<file path="src/rtl/player_mover.sv">
// player_mover: player-dot controller for the collision/VGA path.
// Turns synchronized key levels into single-step dot moves, runs the
// IDLE/PLAY/DEAD/WIN round state, counts crossings and respawns after a hit.
// Optional feature macro: PLAYER_AUTOREPEAT_EN (held key repeats its move
// every REPEAT_CYCLES while in PLAY). Undefined: one move per rising edge.
module player_mover #(
  parameter logic [7:0]  X_START        = 8'd80,
  parameter logic [6:0]  Y_START        = 7'd110,
  parameter logic [7:0]  X_STEP         = 8'd2,
  parameter logic [6:0]  Y_STEP         = 7'd20,
  parameter logic [7:0]  X_MAX          = 8'd159,
  parameter logic [24:0] RESPAWN_CYCLES = 25'd25000000,
  parameter logic [23:0] REPEAT_CYCLES  = 24'd5000000
) (
  input  logic       CLK,
  input  logic       reset,
  input  logic       go,
  input  logic       key_up,
  input  logic       key_down,
  input  logic       key_left,
  input  logic       key_right,
  input  logic       hit,
  output logic [7:0] x_dot,
  output logic [6:0] y_dot,
  output logic [7:0] score,
  output logic       win_pulse,
  output logic       dead
);

  typedef enum logic [1:0] {
    S_IDLE = 2'd0,
    S_PLAY = 2'd1,
    S_DEAD = 2'd2,
    S_WIN  = 2'd3
  } state_t;

  state_t      r_state;
  logic [7:0]  r_x;
  logic [6:0]  r_y;
  logic [7:0]  r_score;
  logic        r_win;
  logic        r_dead;
  logic [24:0] r_timer;
  logic        r_up_q;
  logic        r_down_q;
  logic        r_left_q;
  logic        r_right_q;

  logic [3:0]  w_press;     // {up, down, left, right} rising edges
  logic [3:0]  w_press_sel; // highest-priority press, one-hot
  logic [3:0]  w_sel;       // move to apply this cycle, one-hot
  logic [7:0]  w_nx;
  logic [6:0]  w_ny;
  logic        w_win;
  logic [7:0]  w_y_dn;
  logic [8:0]  w_x_rt;

  function automatic logic [3:0] pri4(input logic [3:0] v);
    logic [3:0] o;
    o = '0;
    if (v[3])      o[3] = 1'b1;
    else if (v[2]) o[2] = 1'b1;
    else if (v[1]) o[1] = 1'b1;
    else if (v[0]) o[0] = 1'b1;
    return o;
  endfunction

  // Key edge detection and priority select of the single press for this cycle
  always_comb begin
    w_press     = {key_up & ~r_up_q, key_down & ~r_down_q,
                   key_left & ~r_left_q, key_right & ~r_right_q};
    w_press_sel = pri4(w_press);
  end

`ifdef PLAYER_AUTOREPEAT_EN
  logic [3:0]  r_rep_sel;
  logic [23:0] r_rep_cnt;
  logic [3:0]  w_held_sel;
  logic        w_rep_fire;

  // Repeat fires only while the same highest-priority key stays held
  always_comb begin
    w_held_sel = pri4({key_up, key_down, key_left, key_right});
    w_rep_fire = (w_held_sel != 4'd0) && (w_held_sel == r_rep_sel) &&
                 (r_rep_cnt == REPEAT_CYCLES - 24'd1);
    if (w_press_sel != 4'd0) w_sel = w_press_sel;
    else if (w_rep_fire)     w_sel = w_held_sel;
    else                     w_sel = '0;
  end

  // Repeat counter: restarts on a fresh press, a fired repeat, or a key change
  always_ff @(posedge CLK) begin
    if (reset || r_state != S_PLAY) begin
      r_rep_sel <= '0;
      r_rep_cnt <= '0;
    end else begin
      r_rep_sel <= w_held_sel;
      if ((w_press_sel != 4'd0) || (w_held_sel != r_rep_sel) || w_rep_fire)
        r_rep_cnt <= '0;
      else
        r_rep_cnt <= r_rep_cnt + 24'd1;
    end
  end
`else
  logic w_unused_rep;
  assign w_unused_rep = ^REPEAT_CYCLES;

  // Without auto-repeat only a fresh press moves the dot
  always_comb begin
    w_sel = w_press_sel;
  end
`endif

  // Next dot position; sums are widened so edge clamps never see a wrap
  always_comb begin
    w_nx   = r_x;
    w_ny   = r_y;
    w_win  = 1'b0;
    w_y_dn = {1'b0, r_y} + {1'b0, Y_STEP};
    w_x_rt = {1'b0, r_x} + {1'b0, X_STEP};
    if (w_sel[3]) begin
      if (r_y < Y_STEP) w_win = 1'b1;
      else              w_ny  = r_y - Y_STEP;
    end else if (w_sel[2]) begin
      if (w_y_dn <= {1'b0, Y_START}) w_ny = w_y_dn[6:0];
    end else if (w_sel[1]) begin
      w_nx = (r_x < X_STEP) ? 8'd0 : r_x - X_STEP;
    end else if (w_sel[0]) begin
      w_nx = (r_x > X_MAX - X_STEP) ? X_MAX : w_x_rt[7:0];
    end
  end

  // Round state machine with registered outputs and key history
  always_ff @(posedge CLK) begin
    if (reset) begin
      r_state   <= S_IDLE;
      r_x       <= X_START;
      r_y       <= Y_START;
      r_score   <= '0;
      r_win     <= 1'b0;
      r_dead    <= 1'b0;
      r_timer   <= '0;
      r_up_q    <= 1'b0;
      r_down_q  <= 1'b0;
      r_left_q  <= 1'b0;
      r_right_q <= 1'b0;
    end else begin
      r_up_q    <= key_up;
      r_down_q  <= key_down;
      r_left_q  <= key_left;
      r_right_q <= key_right;
      case (r_state)
        S_IDLE: begin
          r_x <= X_START;
          r_y <= Y_START;
          if (go) r_state <= S_PLAY;
        end
        S_PLAY: begin
          if (hit) begin
            r_state <= S_DEAD;
            r_dead  <= 1'b1;
            r_timer <= '0;
          end else if (w_win) begin
            // Crossing outputs are loaded on entry so they show during the WIN cycle
            r_state <= S_WIN;
            r_win   <= 1'b1;
            r_score <= (r_score == 8'hFF) ? r_score : r_score + 8'd1;
            r_x     <= X_START;
            r_y     <= Y_START;
          end else begin
            r_x <= w_nx;
            r_y <= w_ny;
          end
        end
        S_DEAD: begin
          if (r_timer == RESPAWN_CYCLES - 25'd1) begin
            r_state <= S_IDLE;
            r_dead  <= 1'b0;
            r_timer <= '0;
            r_score <= '0;
            r_x     <= X_START;
            r_y     <= Y_START;
          end else begin
            r_timer <= r_timer + 25'd1;
          end
        end
        S_WIN: begin
          r_win   <= 1'b0;
          r_state <= S_PLAY;
        end
        default: r_state <= S_IDLE;
      endcase
    end
  end

  assign x_dot     = r_x;
  assign y_dot     = r_y;
  assign score     = r_score;
  assign win_pulse = r_win;
  assign dead      = r_dead;

endmodule

</file>
<file path="config.mk">
export PLATFORM = sky130hd
export DESIGN_NAME = player_mover
export DESIGN_NICKNAME = d
export VERILOG_FILES = /design/src/rtl/player_mover.sv
export SDC_FILE = /design/constraint.sdc
export NUM_CORES = 1
export LEC_CHECK = 0
export CORE_MARGIN = 1
export CORE_UTILIZATION = 50
export CTS_CLUSTER_SIZE = 16
export DETAILED_ROUTE_END_ITERATION = 8
export GPL_TIMING_DRIVEN = 0
export PLACE_DENSITY = 0.72
export SLEW_MARGIN = 20
export SYNTH_ARGS = -nofsm -noshare
export SYNTH_HDL_FRONTEND = slang
export SYNTH_SLANG_ARGS = --single-unit
</file>
<file path="constraint.sdc">
create_clock -name CLK -period 2.2 [get_ports CLK]
set_input_delay 0.44 -clock CLK [delete_from_list [all_inputs] [get_ports CLK]]
set_output_delay 0.44 -clock CLK [all_outputs]
set_load 0.005 [all_outputs]
</file>
==> run_results.csv, run 1 <==
group,metric,value,unit
outcome,status,"finished clean",
sta,max_slew.worst_pin.slew,0.577,ns
finish,n_antenna_cell,0,
synthesis,syn-num-nets,411,
die,die-area,6540,um^2
cts,cts.sinks,55,
sta,fmax,459,MHz
cts,clkTransAtPathRegs,0.11,ns
synthesis,avgSynthCellArea,7.83,um^2
cts,tritoncts,"built",
critical_path,cp-end-kind,"register",
synthesis,synth_flop_cell,"dfxtp_1",
cts,tritoncts.num_buffers,5,
power,p_sw,0.542,mW
sta,final_max_slew_viol_count,0,
synthesis,yosys.area_share.adder,2.41,%
placed_design,gp_congestion,0.831,
routing,vias_per_cell,5.76,
global_routing,grt_max_degree,19,
routing,vias,2961,
critical_path,crit_required,2.42,ns
power,swShare,26.9,%
synthesis,synth_compound_area_share,20.5,%
routing,wl_per_cell,14.3,um
cts,cts_htree_levels,2,
sta,setup_violations,0,
power,power_frac_seq,51.3,%
die,die_y,80.9,um
sta,skew,0.0139,ns
global_routing,antenna_found_initial,0,
placed_design,io_buffers,30,
synthesis,netlist_instances,397,
power,p_int,1.47,mW
synthesis,synth_mux_area_share,1.33,%
global_routing,grt_pass1_vias,2503,
power,ir_drop,284,uV
synthesis,synthArstFlopShare,0,%
finish,finalNonFillerCells,514,
cts,cts-hold-fix-buffers,0,
global_routing,track_usage,23.1,%
placed_design,dp_cells,502,
routing,drtAntennaViolNets,0,
finish,nFillCells,529,
routing,routed_wl,7350,um
critical_path,cp-start-kind,"input pin",
die,rows,28,
routing,drc,0,
die,ioPinCount,33,
synthesis,synth_top_family_by_area,"simple AND/OR/NAND/NOR gates",
global_routing,grt_overflow_total,0,
critical_path,path_class,"in -> reg",
synthesis,ys_seq_area_share,35.4,%
finish,nets,452,
sta,rsz0062_at_grt,"true",
synthesis,synth-seq-cells,55,
power,p_total,2.01,mW
power,p_per_area,537,nW/um^2
die,core,5960,um^2
synthesis,synth_xor_area_share,5.63,%
synthesis,yosys.area_share.simple,30.2,%
sta,finalWorstPathRequiredPeriod,2.18,ns
synthesis,yosysUniqueCellTypes,61,
min_path,holdCritPathClass,"in -> reg",
critical_path,crit_arrival,2.40,ns
sta,slew_headroom,61.5,%
cts,cts_buffer_depth,2,
placed_design,dp_hpwl,5180,um
global_routing,grt_pass1_wl,11700,um
power,leakage,1.34,nW
flow_run,cap_violations,0,
routing,dr.pass1.iters,4,
synthesis,ys_warn_count,0,
critical_path,cp_max_fo,4,
sta,finalCritPeriodShare,99.1,%
die,initial_core_util,52.2,%
power,combPwrFrac,13.7,%
synthesis,synth_edf_count,0,
die,dieWidth,80.9,um
power,clockPowerShare,35.0,%
sta,hold_violations,0,
routing,dr.first_iter.drc_count,167,
cts,cts_root_buf,"clkbuf_8",
finish,layout-drive-gt1-share,11.8,%
cts,clk_latency,0.32,ns
synthesis,synth_area,3110,um^2
finish,area_delta_synth_final,20.5,%
[registers in the layout, indices dropped and copies added (netlist names)]
name       count
x_dot          8
r_up_q         1
dead           1
score          8
win_pulse      1
r_right_q      1
r_state        2
y_dot          6
r_left_q       1
r_timer       25
r_down_q       1
[synthesized netlist by cell type (6+ instances only)]
library cell	count	area, um^2
clkbuf_1	13	48.8
nand4_1	13	81.3
inv_1	10	37.5
ha_1	6	75.1
o21ai_0	24	120
nor3_1	8	40.0
nor2_1	56	210
xor2_1	16	140
a21oi_1	32	160
nor2b_1	8	50.1
nand3_1	14	70.1
or3_1	9	56.3
nand2_1	34	128
dfxtp_1	55	1100
a31oi_1	8	50.1
buf_2	6	30.0
[cell families after synthesis]
family / Yosys count
simple gates: 179
compound gates: 101
flops: 55
buf+inv: 31
xor+xnor: 20
fa+ha+maj: 6
mux: 4
other cells: 1
[metrics by stage]
stage	instance area [um^2]	utilization, %	hold WS, ns	setup TNS [ns]	worst slack [ns]
floorplan	3110	-	0.448	0	0.237
global placement	3500	58.8	0.445	-14.88	-0.541
detailed placement	3500	58.8	0.452	-15.52	-0.571
CTS	3670	61.7	0.478	0	0.0124
global route	3750	62.9	0.412	-0.0988	-0.0933
finish	3750	62.9	0.399	0	0.0206
[power by group through the flow]
stage | Sequential (mW) | Clock (mW) | Combinational [mW]
floorplan | 1.05 | 0 | 0.174
global placement | 1.05 | 0 | 0.252
detailed placement | 1.05 | 0 | 0.253
CTS | 1.03 | 0.724 | 0.261
global route | 1.04 | 0.761 | 0.306
finish | 1.03 | 0.705 | 0.276
[final cells by class]
cell class                 instances  area (um^2)  share of cell area, %
multi-input combinational        311         1960                   52.3
sequential                        55         1110                   29.5
buffer                            20         96.3                   2.57
timing repair buffer              35          339                   9.05
clock inverter                     3         46.3                   1.24
inverter                          10         37.5                   1.00
tap                               75         93.8                   2.50
clock buffer                       5         68.8                   1.84
[what timing repair did]
action	CTS	global route
pin swaps	3	5
endpoints found under the setup margin	40	29
buffers inserted	0	5
gates cloned	0	0
gates resized for setup	14	11
[critical path, cell delays in order]
cell	delay, ns
clkdlybuf4s50_1	0.51
or4b_4	0.48
a311oi_2	0.20
a211oi_1	0.10
nor2_1	0.24
nand2_1	0.08
a221o_1	0.34
[placed cells by master, fill, tap and decap left out, drive strengths merged, types with 4 or more instances in the layout]
cell type / Yosys / routed
nor2: 56 / 56
o21ai: 26 / 26
dfxtp: 55 / 55
a21oi: 32 / 32
xor2: 16 / 16
nor4: 6 / 6
or2: 4 / 4
nor2b: 8 / 8
ha: 6 / 6
a21boi: 4 / 4
and3: 5 / 5
nand2: 35 / 35
nand2b: 4 / 4
a211o: 4 / 4
a211oi: 4 / 4
clkbuf: 13 / 17
clkdlybuf4s50: 0 / 28
nand3: 14 / 14
inv: 10 / 11
or3: 9 / 9
a31oi: 8 / 8
buf: 8 / 13
xnor2: 4 / 4
nor3: 9 / 9
nand4: 14 / 14
[path summary, 6_finish.rpt]
kind | cells after the start | startpoint | slack (ns) | to
setup / recovery | 7 | key_down | 0.02 | y_dot[5]
hold reg to reg | 2 | y_dot[1] | 0.47 | y_dot[1]
hold / removal | 2 | key_up | 0.40 | r_up_q
setup reg to reg | 7 | y_dot[2] | 0.08 | y_dot[5]
[routing by layer]
layer	track usage [%]	vias to the layer above	wire [um]
met4	8.93	0	115
met5	0	-	0
li1	-	1509	-
met1	30.6	1375	3410
met2	38.2	64	3560
met3	2.81	13	259
No activity file was read; power rests on OpenSTA's default activity.
==> inputs of run 2 (changes only) <==
--- a/config.mk
+++ b/config.mk
@@ -10,7 +10,9 @@
 export CTS_CLUSTER_SIZE = 16
 export DETAILED_ROUTE_END_ITERATION = 8
 export GPL_TIMING_DRIVEN = 0
-export PLACE_DENSITY = 0.72
+export MAX_ROUTING_LAYER = met4
+export PLACE_DENSITY_LB_ADDON = 0.05
+export SKIP_LAST_GASP = 1
 export SLEW_MARGIN = 20
 export SYNTH_ARGS = -nofsm -noshare
 export SYNTH_HDL_FRONTEND = slang
==> run 2 against run 1 <==
Net effect:
- first-iteration DRC count is 0.60% lower
- clock skew is 0.0065 ns lower
- design area is 0.90% higher
- sequential share of layout area is 0.26 points lower
- via count is 1.0% higher
- clock power is 20% lower
==> run_results.csv, run 2 (synthesis gave the netlist of run 1 again) <==
group,metric,value,unit
die,ioPinCount,33,
flow_run,cap_violations,0,
cts,cts.sinks,55,
cts,clk_latency,0.30,ns
finish,regMostFlops,"r_timer",
critical_path,r2r_end,"x_dot[7]",
critical_path,cp-end-kind,"register",
sta,final_max_slew_viol_count,0,
global_routing,grt_max_degree,16,
cts,clkTransAtPathRegs,0.10,ns
sta,finalWorstPathRequiredPeriod,2.08,ns
min_path,holdPathStages,2,
routing,drtAntennaViolNets,0,
sta,tns,0,ns
finish,finalNonFillerCells,518,
sta,hold_violations,0,
placed_design,dp_hpwl,5100,um
critical_path,cp_max_fo,9,
routing,vias,2992,
power,p_total,1.88,mW
global_routing,track_usage,24.0,%
die,dieWidth,80.9,um
die,die_y,80.9,um
die,initial_core_util,52.2,%
finish,layout.cells.most_common,"nor2_1",
die,core,5960,um^2
min_path,holdCritPathClass,"in -> reg",
finish,nets,457,
critical_path,crit_required,2.44,ns
sta,slew_headroom,59.7,%
sta,skew,0.00742,ns
global_routing,grt_pass1_vias,2599,
power,p_per_area,497,nW/um^2
sta,fmax,480,MHz
critical_path,reg2reg_depth,7,
min_path,hold_path_end,"r_up_q",
critical_path,reg2reg_slack,0.12,ns
finish,layout-drive-gt1-share,13.3,%
placed_design,io_buffers,30,
placed_design,gp_congestion,0.811,
sta,finalCritPeriodShare,94.8,%
die,rows,28,
placed_design,dp_cells,502,
finish,final_cell_mix,"nor2_1, dfxtp_1, nand2_1",
cts,cts-hold-fix-buffers,0,
outcome,status,"finished clean",
sta,max_slew.worst_pin.slew,0.605,ns
finish,largest_reg_flops,25,
placed_design,dp_slack,-0.567,ns
power,ir_drop,437,uV
routing,dr.pass1.iters,4,
cts,tritoncts.num_buffers,5,
die,die-area,6540,um^2
routing,vias_per_cell,5.78,
global_routing,antenna_found_initial,0,
sta,setup_violations,0,
min_path,holdCritStartpoint,"key_up",
global_routing,grt_pass1_wl,12000,um
cts,cts_htree_levels,2,
routing,wl_per_cell,13.9,um
finish,n_antenna_cell,0,
routing,dr.first_iter.drc_count,166,
power,leakage,1.37,nW
routing,drc,0,
sta,rsz0062_at_grt,"false",
finish,area_delta_synth_final,21.6,%
routing,routed_wl,7230,um
cts,cts_buffer_depth,2,
critical_path,crit_arrival,2.33,ns
sta,finalWorstSetupSlack,0.115,ns
critical_path,r2r-start,"r_timer[18]",
critical_path,crit_path_start,"r_timer[18]",
cts,cts_root_buf,"clkbuf_8",
critical_path,path_class,"reg -> reg",
global_routing,grt_overflow_total,0,
critical_path,cp-start-kind,"register",
cts,tritoncts,"built",
## run 2: routing by layer
metal	global-route usage [%]	share of wire [%]	routed length (um)
met5	-	0	0
met4	6.43	1.3	94
met3	3.37	4.3	308
met2	39.5	48	3460
met1	30.7	47	3360
## run 2: layout make-up
cell class | count | area [um^2]
Clock buffer | 6 | 82.6
Inverter | 10 | 37.5
Multi-Input combinational cell | 311 | 1970
Fill cell | 527 | 2170
Buffer | 20 | 110
Sequential cell | 55 | 1110
Tap cell | 75 | 93.8
Timing Repair Buffer | 40 | 379
Clock inverter | 1 | 5.00
## run 2: worst max-delay path, stage by stage, from the launching register on
cell and delay [ns]:
dfxtp_1 0.46, and3_2 0.30, nand4_2 0.19, o21ai_2 0.28, a21bo_1 0.24, buf_6 0.13, a211o_1 0.28, a21oi_2 0.13
## run 2: worst max path at each step
stage,slack (ns),to
6_report,0.12,x_dot[7]
5_1_grt,0.005,x_dot[5]
4_1_cts,-0.04,y_dot[5]
3_5_place_dp,-0.57,x_dot[2]
3_3_place_gp,-0.58,x_dot[2]
2_1_floorplan,0.24,y_dot[5]
## run 2: per-stage QoR
step                      util [%]  hold WS [ns]  instance area, um^2
final                         63.5         0.410                 3780
after global routing          63.5         0.422                 3780
after CTS                     61.8         0.476                 3680
after detailed placement      58.8         0.453                 3500
after global placement        58.8         0.449                 3500
after floorplan                  -         0.448                 3110
## run 2: where the power goes
| part | switching (mW) | internal [mW] | total (mW) |
|---|---|---|---|
| Sequential | 0.0185 | 1.01 | 1.03 |
| Clock | 0.317 | 0.248 | 0.565 |
| Combinational | 0.162 | 0.121 | 0.283 |
## run 2: what timing repair did
item	CTS	global route
setup buffers	5	5
setup endpoints to repair	43	30
gates resized for setup	13	25
pin swaps	5	6
